--- src/rtl/control_unit_pkg.sv ---
// Shared opcode, state and IR-field definitions for the control unit and data path.
package control_unit_pkg;

    localparam int OPC_HI = 31;
    localparam int OPC_LO = 27;
    localparam int RA_HI  = 26;
    localparam int RA_LO  = 23;
    localparam int RB_HI  = 22;
    localparam int RB_LO  = 19;
    localparam int RC_HI  = 18;
    localparam int RC_LO  = 15;

    localparam logic [4:0] OP_AND  = 5'b00001;
    localparam logic [4:0] OP_OR   = 5'b00010;
    localparam logic [4:0] OP_ADD  = 5'b00011;
    localparam logic [4:0] OP_SUB  = 5'b00100;
    localparam logic [4:0] OP_MUL  = 5'b01111;
    localparam logic [4:0] OP_NOP  = 5'b11010;
    localparam logic [4:0] OP_HALT = 5'b11011;

    typedef enum logic [3:0] {
        ST_RST    = 4'd0,
        ST_T0     = 4'd1,
        ST_T1     = 4'd2,
        ST_T2     = 4'd3,
        ST_T3     = 4'd4,
        ST_T4     = 4'd5,
        ST_T5     = 4'd6,
        ST_T6     = 4'd7,
        ST_HALTED = 4'd8
    } state_t;

    function automatic logic is_alu(input logic [4:0] opc);
        return (opc == OP_AND) || (opc == OP_OR) || (opc == OP_ADD) ||
               (opc == OP_SUB) || (opc == OP_MUL);
    endfunction

endpackage

--- src/rtl/control_unit_if.sv ---
// Instruction/halt inputs and all strobes between the control unit and the data path.
interface control_unit_if;
    logic [31:0] IR;
    logic        stop;
    logic        PCout, MDRout, Zhighout, Zlowout, HIout, LOout;
    logic        MARin, PCin, IncPC, Read, MDRin, IRin, Yin, ZHighin, Zlowin, HIin, LOin;
    logic [15:0] Rout_sel;
    logic [15:0] Rin_sel;
    logic [4:0]  op;
    logic        run, retired, illegal;
    logic [3:0]  step;

    modport master (
        input  IR, stop,
        output PCout, MDRout, Zhighout, Zlowout, HIout, LOout,
        output MARin, PCin, IncPC, Read, MDRin, IRin, Yin, ZHighin, Zlowin, HIin, LOin,
        output Rout_sel, Rin_sel, op, run, retired, illegal, step
    );

    modport slave (
        output IR, stop,
        input  PCout, MDRout, Zhighout, Zlowout, HIout, LOout,
        input  MARin, PCin, IncPC, Read, MDRin, IRin, Yin, ZHighin, Zlowin, HIin, LOin,
        input  Rout_sel, Rin_sel, op, run, retired, illegal, step
    );
endinterface

--- src/rtl/control_unit_reg_decoder.sv ---
// 4-bit register index to 16-bit one-hot select; all zero when disabled.
module reg_decoder (
    input  logic [3:0]  i_idx,
    input  logic        i_en,
    output logic [15:0] o_onehot
);
    always_comb begin
        o_onehot = '0;
        if (i_en)
            o_onehot[i_idx] = 1'b1;
    end
endmodule

--- src/rtl/control_unit.sv ---
// Moore sequencer for fetch / ALU execute / halt; outputs decode from state and IR only.
module control_unit
    import control_unit_pkg::*;
(
    input  logic           Clock,
    input  logic           clear,
    control_unit_if.master bus
);
    state_t      r_state, w_next;
    logic [4:0]  w_opc;
    logic [3:0]  w_ra, w_rb, w_rc;
    logic        w_mul, w_rout_en, w_rin_en;
    logic [3:0]  w_rout_idx;
    logic [15:0] w_rout, w_rin;

    assign w_opc = bus.IR[OPC_HI:OPC_LO];
    assign w_ra  = bus.IR[RA_HI:RA_LO];
    assign w_rb  = bus.IR[RB_HI:RB_LO];
    assign w_rc  = bus.IR[RC_HI:RC_LO];
    assign w_mul = (w_opc == OP_MUL);

    always_ff @(posedge Clock or posedge clear) begin
        if (clear) r_state <= ST_RST;
        else       r_state <= w_next;
    end

    always_comb begin
        w_next       = r_state;
        w_rout_en    = 1'b0;
        w_rout_idx   = w_rb;
        w_rin_en     = 1'b0;
        bus.PCout    = 1'b0; bus.MDRout = 1'b0; bus.Zhighout = 1'b0;
        bus.Zlowout  = 1'b0; bus.HIout  = 1'b0; bus.LOout    = 1'b0;
        bus.MARin    = 1'b0; bus.PCin   = 1'b0; bus.IncPC    = 1'b0;
        bus.Read     = 1'b0; bus.MDRin  = 1'b0; bus.IRin     = 1'b0;
        bus.Yin      = 1'b0; bus.ZHighin = 1'b0; bus.Zlowin  = 1'b0;
        bus.HIin     = 1'b0; bus.LOin   = 1'b0;
        bus.op       = '0;
        bus.retired  = 1'b0;
        bus.illegal  = 1'b0;
        case (r_state)
            ST_RST: w_next = ST_T0;
            ST_T0: begin
                bus.PCout = 1'b1; bus.MARin = 1'b1; bus.IncPC = 1'b1; bus.Zlowin = 1'b1;
                w_next = ST_T1;
            end
            ST_T1: begin
                bus.Zlowout = 1'b1; bus.PCin = 1'b1; bus.Read = 1'b1; bus.MDRin = 1'b1;
                w_next = ST_T2;
            end
            ST_T2: begin
                bus.MDRout = 1'b1; bus.IRin = 1'b1;
                w_next = ST_T3;
            end
            ST_T3: begin
                if (is_alu(w_opc)) begin
                    w_rout_en = 1'b1;
                    bus.Yin   = 1'b1;
                    w_next    = ST_T4;
                end else if (w_opc == OP_NOP) begin
                    bus.retired = 1'b1;
                    w_next      = ST_T0;
                end else if (w_opc == OP_HALT) begin
                    bus.retired = 1'b1;
                    w_next      = ST_HALTED;
                end else begin
                    bus.illegal = 1'b1;
                    w_next      = ST_T0;
                end
            end
            ST_T4: begin
                w_rout_en   = 1'b1;
                w_rout_idx  = w_rc;
                bus.op      = w_opc;
                bus.Zlowin  = 1'b1;
                bus.ZHighin = w_mul;
                w_next      = ST_T5;
            end
            ST_T5: begin
                bus.Zlowout = 1'b1;
                if (w_mul) begin
                    bus.LOin = 1'b1;
                    w_next   = ST_T6;
                end else begin
                    w_rin_en    = 1'b1;
                    bus.retired = 1'b1;
                    w_next      = ST_T0;
                end
            end
            ST_T6: begin
                bus.Zhighout = 1'b1; bus.HIin = 1'b1; bus.retired = 1'b1;
                w_next = ST_T0;
            end
            ST_HALTED: w_next = ST_HALTED;
            default:   w_next = ST_RST;
        endcase
        // A pending stop diverts only at an instruction boundary, never out of reset
        if (w_next == ST_T0 && r_state != ST_RST && bus.stop)
            w_next = ST_HALTED;
    end

    reg_decoder u_rout_dec (.i_idx(w_rout_idx), .i_en(w_rout_en), .o_onehot(w_rout));
    reg_decoder u_rin_dec  (.i_idx(w_ra),       .i_en(w_rin_en),  .o_onehot(w_rin));

    assign bus.Rout_sel = w_rout;
    assign bus.Rin_sel  = w_rin;
    assign bus.run      = (r_state != ST_RST) && (r_state != ST_HALTED);
    assign bus.step     = r_state;
endmodule
--- src/flat_wrapper.sv ---
// flat-port wrapper written by rule: the top's interface ports become plain ports
module control_unit_flat import control_unit_pkg::*;
  (Clock, clear, bus_IR, bus_stop, bus_PCout, bus_MDRout, bus_Zhighout, bus_Zlowout, bus_HIout, bus_LOout, bus_MARin, bus_PCin, bus_IncPC, bus_Read, bus_MDRin, bus_IRin, bus_Yin, bus_ZHighin, bus_Zlowin, bus_HIin, bus_LOin, bus_Rout_sel, bus_Rin_sel, bus_op, bus_run, bus_retired, bus_illegal, bus_step);
  control_unit_if bus_i ();
  input  logic Clock;
  input  logic clear;
  input wire logic [$bits(bus_i.IR)-1:0] bus_IR;
  input wire logic [$bits(bus_i.stop)-1:0] bus_stop;
  output wire logic [$bits(bus_i.PCout)-1:0] bus_PCout;
  output wire logic [$bits(bus_i.MDRout)-1:0] bus_MDRout;
  output wire logic [$bits(bus_i.Zhighout)-1:0] bus_Zhighout;
  output wire logic [$bits(bus_i.Zlowout)-1:0] bus_Zlowout;
  output wire logic [$bits(bus_i.HIout)-1:0] bus_HIout;
  output wire logic [$bits(bus_i.LOout)-1:0] bus_LOout;
  output wire logic [$bits(bus_i.MARin)-1:0] bus_MARin;
  output wire logic [$bits(bus_i.PCin)-1:0] bus_PCin;
  output wire logic [$bits(bus_i.IncPC)-1:0] bus_IncPC;
  output wire logic [$bits(bus_i.Read)-1:0] bus_Read;
  output wire logic [$bits(bus_i.MDRin)-1:0] bus_MDRin;
  output wire logic [$bits(bus_i.IRin)-1:0] bus_IRin;
  output wire logic [$bits(bus_i.Yin)-1:0] bus_Yin;
  output wire logic [$bits(bus_i.ZHighin)-1:0] bus_ZHighin;
  output wire logic [$bits(bus_i.Zlowin)-1:0] bus_Zlowin;
  output wire logic [$bits(bus_i.HIin)-1:0] bus_HIin;
  output wire logic [$bits(bus_i.LOin)-1:0] bus_LOin;
  output wire logic [$bits(bus_i.Rout_sel)-1:0] bus_Rout_sel;
  output wire logic [$bits(bus_i.Rin_sel)-1:0] bus_Rin_sel;
  output wire logic [$bits(bus_i.op)-1:0] bus_op;
  output wire logic [$bits(bus_i.run)-1:0] bus_run;
  output wire logic [$bits(bus_i.retired)-1:0] bus_retired;
  output wire logic [$bits(bus_i.illegal)-1:0] bus_illegal;
  output wire logic [$bits(bus_i.step)-1:0] bus_step;
  assign bus_i.IR = bus_IR;
  assign bus_i.stop = bus_stop;
  assign bus_PCout = bus_i.PCout;
  assign bus_MDRout = bus_i.MDRout;
  assign bus_Zhighout = bus_i.Zhighout;
  assign bus_Zlowout = bus_i.Zlowout;
  assign bus_HIout = bus_i.HIout;
  assign bus_LOout = bus_i.LOout;
  assign bus_MARin = bus_i.MARin;
  assign bus_PCin = bus_i.PCin;
  assign bus_IncPC = bus_i.IncPC;
  assign bus_Read = bus_i.Read;
  assign bus_MDRin = bus_i.MDRin;
  assign bus_IRin = bus_i.IRin;
  assign bus_Yin = bus_i.Yin;
  assign bus_ZHighin = bus_i.ZHighin;
  assign bus_Zlowin = bus_i.Zlowin;
  assign bus_HIin = bus_i.HIin;
  assign bus_LOin = bus_i.LOin;
  assign bus_Rout_sel = bus_i.Rout_sel;
  assign bus_Rin_sel = bus_i.Rin_sel;
  assign bus_op = bus_i.op;
  assign bus_run = bus_i.run;
  assign bus_retired = bus_i.retired;
  assign bus_illegal = bus_i.illegal;
  assign bus_step = bus_i.step;
  control_unit u_core (.Clock(Clock), .clear(clear), .bus(bus_i));
endmodule
--- config.mk ---
export PLATFORM = sky130hd
export DESIGN_NAME = control_unit_flat
export DESIGN_NICKNAME = d
export VERILOG_FILES = /design/src/rtl/control_unit_pkg.sv /design/src/rtl/control_unit_if.sv /design/src/rtl/control_unit_reg_decoder.sv /design/src/rtl/control_unit.sv /design/src/flat_wrapper.sv
export SDC_FILE = /design/constraint.sdc
export NUM_CORES = 1
export LEC_CHECK = 0
export ABC_AREA = 1
export CORE_MARGIN = 10
export CORE_UTILIZATION = 27
export DETAILED_ROUTE_END_ITERATION = 16
export PLACE_DENSITY = 0.8
export SLEW_MARGIN = 20
export SYNTH_ARGS = -nofsm -noshare
export SYNTH_HDL_FRONTEND = slang
export SYNTH_SLANG_ARGS = --single-unit
--- constraint.sdc ---
create_clock -name Clock -period 1.7 [get_ports Clock]
set_input_delay 0.34 -clock Clock [delete_from_list [all_inputs] [get_ports Clock]]
set_output_delay 0.34 -clock Clock [all_outputs]
set_load 0.1 [all_outputs]
==> impl_metrics.xml, run 1 <==
<?xml version="1.0" encoding="UTF-8"?>
<metrics>
  <group name="logic_synthesis">
    <metric name="async_reset_ff_share" unit="%">100</metric>
    <metric name="number_of_synthesized_flops_with_an_enable_pin" unit="">0</metric>
    <metric name="yosys.area_share.adder" unit="%">0</metric>
    <metric name="seq_area_frac_synth" unit="%">11.9</metric>
    <metric name="synth_xor_area_share" unit="%">0</metric>
    <metric name="area_share_of_and_or_nand_nor_cells_after_synthesis" unit="%">55.5</metric>
    <metric name="synthMuxAreaShare" unit="%">0</metric>
    <metric name="synthFlopType" unit="">sky130_fd_sc_hd__dfrtp_1</metric>
    <metric name="synth.ff_latch_count" unit="">4</metric>
    <metric name="synth_top_area_share" unit="%">23.1</metric>
    <metric name="postSynthAreaPerCell" unit="um2">5.11</metric>
    <metric name="synth_cells" unit="">165</metric>
    <metric name="synth_compound_gate_area_share" unit="%">8.61</metric>
    <metric name="synthTopCellsByArea" unit="">sky130_fd_sc_hd__nor2_1 (23%), sky130_fd_sc_hd__nand2_1 (14%), sky130_fd_sc_hd__inv_1 (13%)</metric>
    <metric name="synth.yosys.warnings" unit="">0</metric>
    <metric name="synth_cell_type_count" unit="">22</metric>
    <metric name="synth_largest_area_cell" unit="">sky130_fd_sc_hd__nor2_1</metric>
    <metric name="mappedNetlistArea" unit="um2">843</metric>
    <metric name="dominant_combinational_cell_family_by_area_after_synthesis" unit="">simple AND/OR/NAND/NOR gates</metric>
  </group>
  <group name="die">
    <metric name="floorplan.die.width" unit="um">75.9</metric>
    <metric name="num_io_pins" unit="">96</metric>
    <metric name="fp-row-count" unit="">20</metric>
    <metric name="die_h" unit="um">75.9</metric>
    <metric name="initial_core_util" unit="%">27.9</metric>
  </group>
  <group name="status">
    <metric name="firstError" unit="">[ERROR DPL-0033] detailed placement checks failed during check placement.</metric>
    <metric name="lastStage" unit="">detailed placement</metric>
    <metric name="status" unit="">aborted with a tool error</metric>
  </group>
  <group name="placed_design">
    <metric name="dp_hpwl" unit="um">5990</metric>
    <metric name="count_of_input_and_output_buffers" unit="">78</metric>
    <metric name="routabilityCongestion" unit="">0.845</metric>
  </group>
</metrics>
-- cell families after synthesis --
group / after synthesis
AOI/OAI and AO/OA: 11
buffers and inverters: 43
DFF: 4
other: 1
and+or+nand+nor: 106
-- synthesized netlist by cell type (2+ instances only) --
master                    count
sky130_fd_sc_hd__a21oi_1      2
sky130_fd_sc_hd__o21ai_1      2
sky130_fd_sc_hd__nand2_2      2
sky130_fd_sc_hd__o21ai_2      3
sky130_fd_sc_hd__dfrtp_1      4
sky130_fd_sc_hd__nand3_2      4
sky130_fd_sc_hd__inv_1       30
sky130_fd_sc_hd__nor2_2       4
sky130_fd_sc_hd__inv_2        4
sky130_fd_sc_hd__nor2_1      52
sky130_fd_sc_hd__o21ai_0      2
sky130_fd_sc_hd__nand3_1      7
sky130_fd_sc_hd__nand2_1     32
sky130_fd_sc_hd__buf_4        8
sky130_fd_sc_hd__nor3_1       2
-- per-stage QoR --
stage | setup TNS [ns] | cells | hold slack, ns | instance area, um2 | setup slack, ns
after floorplan | -31.11 | 166 | 0.106 | 1330 | -0.695
after global placement | -19.74 | 319 | 0.528 | 2960 | -0.618
==> inputs of run 2 (changes only) <==
--- a/config.mk
+++ b/config.mk
@@ -6,10 +6,10 @@
 export NUM_CORES = 1
 export LEC_CHECK = 0
 export ABC_AREA = 1
-export CORE_MARGIN = 10
-export CORE_UTILIZATION = 27
+export CORE_AREA = 10 10 71 73
 export DETAILED_ROUTE_END_ITERATION = 16
-export PLACE_DENSITY = 0.8
+export DIE_AREA = 0 0 81 83
+export PLACE_DENSITY_LB_ADDON = 0.15
 export SLEW_MARGIN = 20
 export SYNTH_ARGS = -nofsm -noshare
 export SYNTH_HDL_FRONTEND = slang
==> run 2 against run 1 <==
  * The flow now finishes, with violations (negative setup slack)
  * Area after synthesis unchanged
  * Synthesized cell count unchanged
==> impl_metrics.xml, run 2 <==
<?xml version="1.0" encoding="UTF-8"?>
<metrics>
  <group name="worst_setup_path">
    <metric name="critical_path.endpoint_type" unit="">primary output</metric>
    <metric name="crit_path_arrival_time" unit="ns">2.01</metric>
    <metric name="rr_worst_depth" unit="">10</metric>
    <metric name="crit_type" unit="">flop to primary output</metric>
    <metric name="crit_fanout" unit="">5</metric>
    <metric name="worst_ep_required_time" unit="ns">1.36</metric>
    <metric name="critPathLaunchType" unit="">flop</metric>
  </group>
  <group name="global_routing">
    <metric name="total_global_routing_overflow" unit="">0</metric>
    <metric name="number_of_antenna_violations_at_the_first_check_in_global_routing" unit="">0</metric>
    <metric name="grt.total_usage" unit="%">18.1</metric>
    <metric name="first_pass_grt_wire_length" unit="um">9770</metric>
    <metric name="grt_pass1_vias" unit="">1864</metric>
    <metric name="grt_max_degree" unit="">7</metric>
  </group>
  <group name="cts">
    <metric name="clockBufferDepth" unit="">2</metric>
    <metric name="tritoncts_num_sinks" unit="">4</metric>
    <metric name="cts_htree_levels" unit="">1</metric>
    <metric name="clock_latency" unit="ns">0.23</metric>
    <metric name="root_buffer" unit="">sky130_fd_sc_hd__clkbuf_8</metric>
    <metric name="tritoncts" unit="">yes</metric>
    <metric name="clock_transition_at_the_registers_of_the_reported_paths" unit="ns">0.04</metric>
    <metric name="total_clock_buffers_created_by_cts" unit="">3</metric>
  </group>
  <group name="logic_synthesis">
    <metric name="synthFlopType" unit="">sky130_fd_sc_hd__dfrtp_1</metric>
    <metric name="yosysMostFrequentCell" unit="">sky130_fd_sc_hd__nor2_1</metric>
    <metric name="synth_cells" unit="">165</metric>
    <metric name="mappedNetlistArea" unit="um2">843</metric>
    <metric name="synthTopCellsByArea" unit="">sky130_fd_sc_hd__nor2_1 (23%), sky130_fd_sc_hd__nand2_1 (14%), sky130_fd_sc_hd__inv_1 (13%)</metric>
    <metric name="synth.top_cells.by_count" unit="">sky130_fd_sc_hd__nor2_1 (52), sky130_fd_sc_hd__nand2_1 (32), sky130_fd_sc_hd__inv_1 (30), sky130_fd_sc_hd__buf_4 (8), sky130_fd_sc_hd__nand3_1 (7)</metric>
    <metric name="synth.yosys.warnings" unit="">0</metric>
    <metric name="postSynthAreaPerCell" unit="um2">5.11</metric>
    <metric name="number_of_synthesized_flops_with_an_enable_pin" unit="">0</metric>
    <metric name="synth_largest_area_cell" unit="">sky130_fd_sc_hd__nor2_1</metric>
    <metric name="synth_cell_type_count" unit="">22</metric>
    <metric name="synth.ff_latch_count" unit="">4</metric>
    <metric name="async_reset_ff_share" unit="%">100</metric>
    <metric name="seq_area_frac_synth" unit="%">11.9</metric>
    <metric name="synth_top_area_share" unit="%">23.1</metric>
  </group>
  <group name="die">
    <metric name="floorplan.die_area" unit="um2">6720</metric>
    <metric name="floorplan.die.width" unit="um">81</metric>
    <metric name="fp-row-count" unit="">22</metric>
    <metric name="initial_core_util" unit="%">23.2</metric>
    <metric name="num_io_pins" unit="">96</metric>
    <metric name="die_h" unit="um">83</metric>
    <metric name="core_area" unit="um2">3630</metric>
  </group>
  <group name="layout">
    <metric name="antenna-diode-count" unit="">0</metric>
    <metric name="multi_input_comb_area" unit="um2">1140</metric>
    <metric name="flow.area_growth_from_synthesis" unit="%">304</metric>
    <metric name="max_reg_flops" unit="">4</metric>
    <metric name="mostFrequentLayoutCell" unit="">sky130_fd_sc_hd__buf_12</metric>
    <metric name="final_cell_mix" unit="">sky130_fd_sc_hd__buf_12 (63), sky130_fd_sc_hd__buf_4 (49), sky130_fd_sc_hd__nor2_4 (48)</metric>
    <metric name="area.sequential" unit="um2">115</metric>
    <metric name="nets" unit="">338</metric>
    <metric name="final_layout_size_suffix_gt1_share" unit="%">75.4</metric>
    <metric name="final.fill_count" unit="">113</metric>
  </group>
  <group name="status">
    <metric name="status" unit="">finished with violations</metric>
    <metric name="violations_in_the_final_reports" unit="">negative setup slack</metric>
  </group>
  <group name="detailed_routing">
    <metric name="detail_route.drc_violations" unit="">0</metric>
    <metric name="ant_nets_after_route" unit="">0</metric>
    <metric name="wl_met3" unit="um">637</metric>
    <metric name="max_layer_used" unit="">met4</metric>
    <metric name="drt_iter0_drc" unit="">53</metric>
    <metric name="viasPerCell" unit="">4.71</metric>
    <metric name="wl_met1" unit="um">2430</metric>
    <metric name="dr_wl_met2" unit="um">4040</metric>
    <metric name="detailroute.via_count" unit="">1643</metric>
    <metric name="first_drt_pass_iteration_count" unit="">4</metric>
    <metric name="drt-wirelength-per-cell" unit="um">20.8</metric>
    <metric name="drt_wl_total" unit="um">7260</metric>
  </group>
  <group name="power">
    <metric name="power.ir.vdd_worst" unit="mV">1.36</metric>
    <metric name="leakagePower" unit="nW">1.45</metric>
    <metric name="powerDensity" unit="nW/um2">1490</metric>
  </group>
  <group name="timing">
    <metric name="fin_ws" unit="ns">-0.654</metric>
    <metric name="period_minus_slack" unit="ns">2.35</metric>
    <metric name="fmaxAchievable" unit="MHz">425</metric>
    <metric name="final.setup.tns" unit="ns">-25.61</metric>
    <metric name="setup_viol" unit="">58</metric>
    <metric name="period_share" unit="%">138</metric>
    <metric name="finalMaxSlewViolations" unit="">0</metric>
    <metric name="hold_violation_count_in_the_final_report" unit="">0</metric>
    <metric name="rsz0062_at_grt" unit="">yes</metric>
    <metric name="worst_clock_skew" unit="ns">0.00501</metric>
  </group>
  <group name="job">
    <metric name="cap_viol_max_count" unit="">0</metric>
  </group>
  <group name="placed_design">
    <metric name="count_of_input_and_output_buffers" unit="">78</metric>
    <metric name="dp_hpwl" unit="um">4410</metric>
    <metric name="post-place-ws" unit="ns">-0.721</metric>
    <metric name="routabilityCongestion" unit="">0.781</metric>
  </group>
  <group name="min_path">
    <metric name="min-delay-path-class" unit="">primary input to asynchronous set/reset pin</metric>
  </group>
</metrics>
[run 2: cell counts after synthesis]
Identical to the previous run, type by type.
[run 2: metal layers]
metal / vias to the layer above / track usage [%]
li1: 765 / -
met1: 780 / 16.4
met2: 85 / 33.7
met3: 13 / 7.11
met4: 0 / 7.67
met5: - / 0
[run 2: power breakdown]
group	switching [mW]	internal [mW]
Combinational	2.96	1.65
Clock	0.0685	0.153
Sequential	0.0717	0.168
[run 2: worst paths after layout]
path | slack, ns | endpoint | from
min in group Clock | 0.83 | u_core.bus.step[3] | bus_IR[31]
hold / removal | 0.35 | u_core.bus.step[3] | clear
hold reg to reg | 0.92 | u_core.bus.step[1] | u_core.bus.step[0]
setup / recovery | -0.65 | bus_Rin_sel[3] | u_core.bus.step[3]
setup reg to reg | -0.11 | u_core.bus.step[3] | u_core.bus.step[2]
max in group asynchronous | 1.16 | u_core.bus.step[0] | clear
[run 2: worst max-delay path, cell delays in order, from the launching register on]
cell	delay [ns]
sky130_fd_sc_hd__dfrtp_4	0.49
sky130_fd_sc_hd__inv_4	0.09
sky130_fd_sc_hd__nand2_8	0.07
sky130_fd_sc_hd__buf_4	0.14
sky130_fd_sc_hd__nor2_4	0.14
sky130_fd_sc_hd__inv_2	0.07
sky130_fd_sc_hd__nor2_4	0.10
sky130_fd_sc_hd__buf_12	0.14
sky130_fd_sc_hd__nand3_4	0.15
sky130_fd_sc_hd__nor2_4	0.18
sky130_fd_sc_hd__buf_12	0.18
[run 2: cells by family after synthesis]
family	Yosys count	share of synthesized area, %
AOI/OAI and AO/OA	11	8.61
buffers and inverters	43	23.6
DFF	4	11.9
other	1	0.445
and+or+nand+nor	106	55.5
[run 2: cell type report]
cell class | count | area share, %
repair buffers | 140 | 55.8
multi-input cells | 120 | 33.4
inverters | 34 | 4.48
flip-flops and latches | 4 | 3.38
well taps | 48 | 1.76
clock buffers | 3 | 1.21
[run 2: through the flow]
stage	hold WS (ns)	cells	utilization (%)	total power, mW	cell area, um2
floorplan	0.106	166	-	2.71	1330
detailed placement	0.541	326	82.1	4.12	2980
global placement	0.529	326	82.1	4.07	2980
finish	0.350	349	93.7	5.07	3410
global route	0.362	349	93.7	5.20	3410
CTS	0.299	340	90.1	4.68	3270
[run 2: what timing repair did]
item / CTS / global route
setup endpoints to repair: 55 / 56
hold buffers: 0 / 0
endpoints found under the hold margin: 0 / 0
gates resized for setup: 51 / 29
pin swaps: 24 / 19
buffers inserted: 12 / 11
cloned: 1 / 0
Note: power is estimated with default switching activity, not from simulation.
==> inputs of run 3 (changes only) <==
--- a/config.mk
+++ b/config.mk
@@ -9,6 +9,7 @@
 export CORE_AREA = 10 10 71 73
 export DETAILED_ROUTE_END_ITERATION = 16
 export DIE_AREA = 0 0 81 83
+export DONT_BUFFER_PORTS = 1
 export PLACE_DENSITY_LB_ADDON = 0.15
 export SLEW_MARGIN = 20
 export SYNTH_ARGS = -nofsm -noshare
==> run 3 against run 2 <==
  * The run still ends with negative setup slack left
  * Die area did not move
  * Clock power down 9.0%
  * Cell area shrank 16%
  * Global-route usage shrank 3.4 points
  * Register-to-register slack barely moved
  * Critical endpoint is now bus_Rout_sel[12]
  * Power decreased by 13%
  * Non-clock buffer count fell by 48
  * Via count shrank 16%
==> impl_metrics.xml, run 3 (synthesis results as in run 2) <==
<?xml version="1.0" encoding="UTF-8"?>
<metrics>
  <group name="status">
    <metric name="status" unit="">finished with violations</metric>
    <metric name="violations_in_the_final_reports" unit="">negative setup slack</metric>
  </group>
  <group name="timing">
    <metric name="hold_violation_count_in_the_final_report" unit="">0</metric>
    <metric name="period_share" unit="%">130</metric>
    <metric name="timing.slew.headroom" unit="%">64.9</metric>
    <metric name="worst-slew-pin-transition" unit="ns">0.523</metric>
    <metric name="rsz0062_at_grt" unit="">yes</metric>
    <metric name="fin_hold_ws" unit="ns">0.446</metric>
    <metric name="fin_ws" unit="ns">-0.513</metric>
    <metric name="finalMaxSlewViolations" unit="">0</metric>
    <metric name="fmaxAchievable" unit="MHz">452</metric>
    <metric name="period_minus_slack" unit="ns">2.21</metric>
    <metric name="setup_viol" unit="">56</metric>
    <metric name="worst_clock_skew" unit="ns">0.00289</metric>
    <metric name="final.setup.tns" unit="ns">-20.12</metric>
  </group>
  <group name="global_routing">
    <metric name="busiest_layer" unit="">met2</metric>
    <metric name="grt_max_degree" unit="">7</metric>
    <metric name="grt_pass1_vias" unit="">1606</metric>
    <metric name="total_global_routing_overflow" unit="">0</metric>
    <metric name="first_pass_grt_wire_length" unit="um">8180</metric>
    <metric name="grt.total_usage" unit="%">14.7</metric>
    <metric name="number_of_antenna_violations_at_the_first_check_in_global_routing" unit="">0</metric>
    <metric name="grt.met3_usage" unit="%">7.11</metric>
    <metric name="globalRouteMet2Util" unit="%">28.7</metric>
    <metric name="grt_util_met1" unit="%">13.1</metric>
  </group>
  <group name="worst_setup_path">
    <metric name="worst_ep_required_time" unit="ns">1.36</metric>
    <metric name="crit_fanout" unit="">5</metric>
    <metric name="cp_common_cell" unit="">sky130_fd_sc_hd__nand3_4</metric>
    <metric name="critical_path.slowest_cell" unit="">sky130_fd_sc_hd__dfrtp_4</metric>
    <metric name="critical_path.endpoint_type" unit="">primary output</metric>
    <metric name="worstPathCellList" unit="">inv_4 &gt; nand2_4 &gt; inv_6 &gt; nand3_4 &gt; buf_6 &gt; o21ai_4 &gt; nand3_4 &gt; nor2_4 &gt; buf_12</metric>
    <metric name="timing.critical_path.slowest_cell_delay" unit="ns">0.48</metric>
    <metric name="crit_path_arrival_time" unit="ns">1.87</metric>
    <metric name="crit_type" unit="">flop to primary output</metric>
    <metric name="critPathBufInv" unit="">4</metric>
    <metric name="critPathLaunchType" unit="">flop</metric>
    <metric name="top_family_by_delay_on_critical_path" unit="">buffers and inverters</metric>
  </group>
  <group name="power">
    <metric name="switching_power_total" unit="mW">2.83</metric>
    <metric name="sw_frac_of_total" unit="%">64.5</metric>
    <metric name="power_frac_seq" unit="%">5.7</metric>
    <metric name="leakagePower" unit="nW">1.14</metric>
    <metric name="powerDensity" unit="nW/um2">1530</metric>
    <metric name="clock_power_share" unit="%">4.6</metric>
    <metric name="p_int" unit="mW">1.56</metric>
    <metric name="power.ir.vdd_worst" unit="mV">1.54</metric>
    <metric name="comb_power_share" unit="%">89.7</metric>
  </group>
  <group name="die">
    <metric name="fp-row-count" unit="">22</metric>
    <metric name="floorplan.die_area" unit="um2">6720</metric>
    <metric name="core_area" unit="um2">3630</metric>
    <metric name="num_io_pins" unit="">96</metric>
    <metric name="floorplan.die.width" unit="um">81</metric>
    <metric name="die_h" unit="um">83</metric>
    <metric name="initial_core_util" unit="%">23.2</metric>
  </group>
  <group name="min_path">
    <metric name="min-delay-path-class" unit="">primary input to asynchronous set/reset pin</metric>
  </group>
  <group name="cts">
    <metric name="clock_transition_at_the_registers_of_the_reported_paths" unit="ns">0.03</metric>
    <metric name="tritoncts" unit="">yes</metric>
    <metric name="clockBufferDepth" unit="">2</metric>
    <metric name="root_buffer" unit="">sky130_fd_sc_hd__clkbuf_8</metric>
    <metric name="clock_latency" unit="ns">0.22</metric>
    <metric name="tritoncts_num_sinks" unit="">4</metric>
    <metric name="cts_htree_levels" unit="">1</metric>
    <metric name="total_clock_buffers_created_by_cts" unit="">3</metric>
  </group>
  <group name="detailed_routing">
    <metric name="detail_route.drc_violations" unit="">0</metric>
    <metric name="first_drt_pass_iteration_count" unit="">4</metric>
    <metric name="drt_iter0_drc" unit="">36</metric>
    <metric name="drt-wirelength-per-cell" unit="um">17.2</metric>
    <metric name="ant_nets_after_route" unit="">0</metric>
    <metric name="viasPerCell" unit="">4.58</metric>
    <metric name="drt_wl_total" unit="um">5170</metric>
    <metric name="detailroute.via_count" unit="">1378</metric>
  </group>
  <group name="layout">
    <metric name="nets" unit="">290</metric>
    <metric name="antenna-diode-count" unit="">0</metric>
    <metric name="flow.area_growth_from_synthesis" unit="%">239</metric>
    <metric name="mostFrequentLayoutCell" unit="">sky130_fd_sc_hd__buf_12</metric>
    <metric name="final_layout_size_suffix_gt1_share" unit="%">73.9</metric>
    <metric name="postLayoutCoreUtil" unit="%">78.8</metric>
    <metric name="max_reg_flops" unit="">4</metric>
    <metric name="final_cell_mix" unit="">sky130_fd_sc_hd__buf_12 (53), sky130_fd_sc_hd__nor2_4 (46), sky130_fd_sc_hd__buf_4 (32)</metric>
  </group>
  <group name="job">
    <metric name="cap_viol_max_count" unit="">0</metric>
  </group>
  <group name="placed_design">
    <metric name="count_of_input_and_output_buffers" unit="">0</metric>
    <metric name="routabilityCongestion" unit="">0.767</metric>
    <metric name="dp_hpwl" unit="um">4140</metric>
  </group>
</metrics>
-- run 3: changes by cell type in the layout (fill, tap and decap cells not counted), sizes merged --
cell           change
clkinvlp           +1
clkdlybuf4s50     -14
clkdlybuf4s15      -1
clkbuf             -4
dlygate4sd3        +1
inv                -1
buf               -30
-- run 3: worst paths after layout --
kind / start / to / slack, ns / depth (start not counted)
setup / recovery: u_core.bus.step[3] / bus_Rout_sel[12] / -0.51 / 9
hold / removal: clear / u_core.bus.step[1] / 0.45 / 2
setup reg to reg: u_core.bus.step[3] / u_core.bus.step[0] / -0.10 / 9
hold reg to reg: u_core.bus.step[3] / u_core.bus.step[3] / 0.94 / 5
max in group asynchronous: clear / u_core.bus.step[2] / 1.08 / 2
min in group Clock: bus_IR[31] / u_core.bus.step[0] / 0.49 / 5
-- run 3: worst register-to-register path, delay by kind of cell, from the launching register on --
kind	cells	cell delay, ns
compound gates	1	0.29
simple gates	4	0.37
buf+inv	4	0.61
flops	1	0.42
-- run 3: power groups by stage --
stage / combinational [mW] / sequential (mW) / clock [mW]
after floorplan: 2.18 / 0.529 / 0
after global placement: 3.28 / 0.221 / 0
after detailed placement: 3.33 / 0.227 / 0
after CTS: 3.65 / 0.243 / 0.201
after global routing: 4.08 / 0.253 / 0.215
final: 3.94 / 0.250 / 0.201
-- run 3: what timing repair did --
item	CTS	global route
hold buffers	1	0
gates resized for setup	43	23
gates cloned	1	0
setup endpoints to repair	54	57
pin swaps	23	12
buffers inserted	5	4
endpoints found under the hold margin	4	0
-- run 3: cell type report --
| type | count | area (um2) |
|---|---|---|
| well taps | 48 | 60.1 |
| flip-flops and latches | 4 | 115 |
| multi-input cells | 120 | 1110 |
| fillers | 229 | 771 |
| clock buffers | 3 | 41.3 |
| inverters | 34 | 156 |
| repair buffers | 92 | 1380 |
-- run 3: through the flow --
stage	total power [mW]	std cells	worst slack [ns]	cell area (um2)
3_3_place_gp	3.50	289	-0.301	2480
3_5_place_dp	3.55	289	-0.343	2480
5_1_grt	4.55	301	-0.587	2860
2_1_floorplan	2.71	166	-0.695	1330
6_report	4.39	301	-0.513	2860
4_1_cts	4.09	299	-0.509	2770
-- run 3: metal layers --
layer,wire length [um],up-vias
met5,0,-
met4,59,0
met3,608,6
met2,2940,62
met1,1560,646
li1,-,664
==> inputs of run 4 (changes only) <==
--- a/config.mk
+++ b/config.mk
@@ -14,4 +14,5 @@
 export SLEW_MARGIN = 20
 export SYNTH_ARGS = -nofsm -noshare
 export SYNTH_HDL_FRONTEND = slang
+export SYNTH_HIERARCHICAL = 1
 export SYNTH_SLANG_ARGS = --single-unit
==> run 4 against run 3 <==
  * The flow still finishes with violations (negative setup slack)
  * Worst hold slack improved by 0.036 ns
  * Die area unchanged
  * Via count increased by 7.7%
  * Critical path type unchanged
  * Largest cell class unchanged
==> impl_metrics.xml, run 4 <==
<?xml version="1.0" encoding="UTF-8"?>
<metrics>
  <group name="cts">
    <metric name="clock_latency" unit="ns">0.22</metric>
    <metric name="tritoncts" unit="">yes</metric>
    <metric name="clock_transition_at_the_registers_of_the_reported_paths" unit="ns">0.03</metric>
    <metric name="root_buffer" unit="">sky130_fd_sc_hd__clkbuf_8</metric>
    <metric name="total_clock_buffers_created_by_cts" unit="">3</metric>
    <metric name="clockBufferDepth" unit="">2</metric>
    <metric name="cts_htree_levels" unit="">1</metric>
    <metric name="tritoncts_num_sinks" unit="">4</metric>
  </group>
  <group name="detailed_routing">
    <metric name="first_drt_pass_iteration_count" unit="">5</metric>
    <metric name="drt-wirelength-per-cell" unit="um">18.4</metric>
    <metric name="detail_route.drc_violations" unit="">0</metric>
    <metric name="viasPerCell" unit="">4.74</metric>
    <metric name="drt_wl_total" unit="um">5770</metric>
    <metric name="ant_nets_after_route" unit="">0</metric>
    <metric name="drt_iter0_drc" unit="">45</metric>
    <metric name="detailroute.via_count" unit="">1484</metric>
  </group>
  <group name="logic_synthesis">
    <metric name="async_reset_ff_share" unit="%">100</metric>
    <metric name="synth.yosys.warnings" unit="">6</metric>
    <metric name="synth_cells" unit="">171</metric>
    <metric name="number_of_synthesized_flops_with_an_enable_pin" unit="">0</metric>
    <metric name="synthTopCellsByArea" unit="">sky130_fd_sc_hd__nor2_1 (18%), sky130_fd_sc_hd__nand2_1 (15%), sky130_fd_sc_hd__dfrtp_1 (11%)</metric>
    <metric name="synth_largest_area_cell" unit="">sky130_fd_sc_hd__nor2_1</metric>
    <metric name="postSynthAreaPerCell" unit="um2">5.25</metric>
    <metric name="synth_top_area_share" unit="%">18.4</metric>
    <metric name="synth_cell_type_count" unit="">20</metric>
    <metric name="seq_area_frac_synth" unit="%">11.2</metric>
    <metric name="synthFlopType" unit="">sky130_fd_sc_hd__dfrtp_1</metric>
    <metric name="yosysMostFrequentCell" unit="">sky130_fd_sc_hd__nor2_1</metric>
    <metric name="synth.top_cells.by_count" unit="">sky130_fd_sc_hd__nor2_1 (44), sky130_fd_sc_hd__nand2_1 (36), sky130_fd_sc_hd__inv_1 (22), sky130_fd_sc_hd__nand3_1 (15), sky130_fd_sc_hd__nor2_2 (13)</metric>
    <metric name="mappedNetlistArea" unit="um2">897</metric>
    <metric name="synth.ff_latch_count" unit="">4</metric>
  </group>
  <group name="timing">
    <metric name="period_minus_slack" unit="ns">2.25</metric>
    <metric name="fmaxAchievable" unit="MHz">444</metric>
    <metric name="fin_ws" unit="ns">-0.552</metric>
    <metric name="rsz0062_at_grt" unit="">yes</metric>
    <metric name="worst_clock_skew" unit="ns">0.00500</metric>
    <metric name="hold_violation_count_in_the_final_report" unit="">0</metric>
    <metric name="setup_viol" unit="">54</metric>
    <metric name="finalMaxSlewViolations" unit="">0</metric>
    <metric name="final.setup.tns" unit="ns">-20.16</metric>
    <metric name="period_share" unit="%">132</metric>
  </group>
  <group name="global_routing">
    <metric name="grt_pass1_vias" unit="">1594</metric>
    <metric name="grt_max_degree" unit="">7</metric>
    <metric name="globalRouteMet2Util" unit="%">29.4</metric>
    <metric name="number_of_antenna_violations_at_the_first_check_in_global_routing" unit="">0</metric>
    <metric name="busiest_layer" unit="">met2</metric>
    <metric name="grt.total_usage" unit="%">15.2</metric>
    <metric name="grt.met3_usage" unit="%">4.96</metric>
    <metric name="total_global_routing_overflow" unit="">0</metric>
    <metric name="grt_util_met1" unit="%">13.8</metric>
    <metric name="first_pass_grt_wire_length" unit="um">8310</metric>
  </group>
  <group name="layout">
    <metric name="final_cell_mix" unit="">sky130_fd_sc_hd__buf_12 (52), sky130_fd_sc_hd__nor2_4 (50), sky130_fd_sc_hd__buf_4 (31)</metric>
    <metric name="finish.instance_area" unit="um2">3030</metric>
    <metric name="mostFrequentLayoutCell" unit="">sky130_fd_sc_hd__buf_12</metric>
    <metric name="antenna-diode-count" unit="">0</metric>
    <metric name="max_reg_flops" unit="">4</metric>
    <metric name="final_layout_size_suffix_gt1_share" unit="%">79.2</metric>
    <metric name="nets" unit="">302</metric>
    <metric name="postLayoutCoreUtil" unit="%">83.3</metric>
    <metric name="flow.area_growth_from_synthesis" unit="%">237</metric>
  </group>
  <group name="power">
    <metric name="leakagePower" unit="nW">1.18</metric>
    <metric name="power.ir.vdd_worst" unit="mV">1.49</metric>
    <metric name="powerDensity" unit="nW/um2">1320</metric>
    <metric name="overall_power_after_layout" unit="mW">3.99</metric>
  </group>
  <group name="worst_setup_path">
    <metric name="crit_type" unit="">flop to primary output</metric>
    <metric name="rr_startpoint" unit="">u_core/bus.step[3]</metric>
    <metric name="critPathLaunchType" unit="">flop</metric>
    <metric name="worst_ep_required_time" unit="ns">1.36</metric>
    <metric name="crit_fanout" unit="">6</metric>
    <metric name="critical_path.endpoint_type" unit="">primary output</metric>
    <metric name="r2r_setup_slack" unit="ns">-0.03</metric>
    <metric name="crit_path_arrival_time" unit="ns">1.91</metric>
    <metric name="timing.critical_path.from" unit="">u_core/bus.step[1]</metric>
  </group>
  <group name="die">
    <metric name="floorplan.die_area" unit="um2">6720</metric>
    <metric name="core_area" unit="um2">3630</metric>
    <metric name="die_h" unit="um">83</metric>
    <metric name="floorplan.die.width" unit="um">81</metric>
    <metric name="initial_core_util" unit="%">24.7</metric>
    <metric name="fp-row-count" unit="">22</metric>
    <metric name="num_io_pins" unit="">96</metric>
  </group>
  <group name="placed_design">
    <metric name="count_of_input_and_output_buffers" unit="">0</metric>
    <metric name="placement.cell_area" unit="um2">2560</metric>
    <metric name="routabilityCongestion" unit="">0.821</metric>
    <metric name="dp_hpwl" unit="um">4180</metric>
  </group>
  <group name="status">
    <metric name="violations_in_the_final_reports" unit="">negative setup slack</metric>
    <metric name="status" unit="">finished with violations</metric>
  </group>
  <group name="job">
    <metric name="cap_viol_max_count" unit="">0</metric>
  </group>
  <group name="min_path">
    <metric name="min-delay-path-class" unit="">primary input to asynchronous set/reset pin</metric>
  </group>
</metrics>
[run 4: report_power, final]
part           internal, mW  total, mW  switching [mW]
Combinational          1.17       3.56            2.39
Clock                 0.151      0.199          0.0477
Sequential            0.157      0.228          0.0711
Total                  1.48       3.99            2.51
[run 4: layout make-up]
class	count	area, um2
timing repair buffer	99	1450
multi-input combinational	130	1210
fill	198	607
inverter	29	149
sequential	4	115
tap	48	60.1
clock buffer	3	41.3
[run 4: worst paths after layout]
check	cells past startpoint	to
setup / recovery	11	bus_Rout_sel[2]
min in group Clock	5	u_core/bus.step[0]
setup reg to reg	8	u_core/bus.step[0]
hold reg to reg	4	u_core/bus.step[3]
hold / removal	2	u_core/bus.step[1]
max in group asynchronous	2	u_core/bus.step[3]
[run 4: cells by family after synthesis]
| kind of cell | Yosys count | synth area share (%) |
|---|---|---|
| AOI/OAI and AO/OA | 7 | 5.16 |
| and+or+nand+nor | 121 | 63.2 |
| DFF | 4 | 11.2 |
| buffers and inverters | 38 | 20.1 |
| other | 1 | 0.418 |
[run 4: layer usage]
metal | up-vias | part of all wire [%]
met2 | 72 | 56
li1 | 692 | -
met3 | 12 | 9.2
met5 | - | 0
met1 | 708 | 32
met4 | 0 | 2.8
[run 4: what timing repair did]
item,in CTS,in global routing
hold endpoints to repair,4,0
gates resized for setup,45,28
buffers inserted,13,10
setup endpoints to repair,55,58
pin swaps,19,22
hold buffers,1,0
[run 4: per-stage QoR]
step	hold slack, ns	cells	worst slack [ns]
finish	0.482	313	-0.552
global route	0.494	313	-0.662
floorplan	0.106	172	-0.707
global placement	0.110	292	-0.310
detailed placement	0.124	292	-0.399
CTS	0.456	308	-0.506
[run 4: worst max-delay path: stages, from the launching register on]
cell and delay (ns):
sky130_fd_sc_hd__dfrtp_4 0.50, sky130_fd_sc_hd__inv_4 0.08, sky130_fd_sc_hd__nand2_4 0.06, sky130_fd_sc_hd__nor2_4 0.19, sky130_fd_sc_hd__inv_4 0.09, sky130_fd_sc_hd__nand2_4 0.07
sky130_fd_sc_hd__nand2_4 0.06, sky130_fd_sc_hd__inv_2 0.07, sky130_fd_sc_hd__buf_6 0.09, sky130_fd_sc_hd__nand3_4 0.13, sky130_fd_sc_hd__nor2_4 0.16, sky130_fd_sc_hd__buf_12 0.18
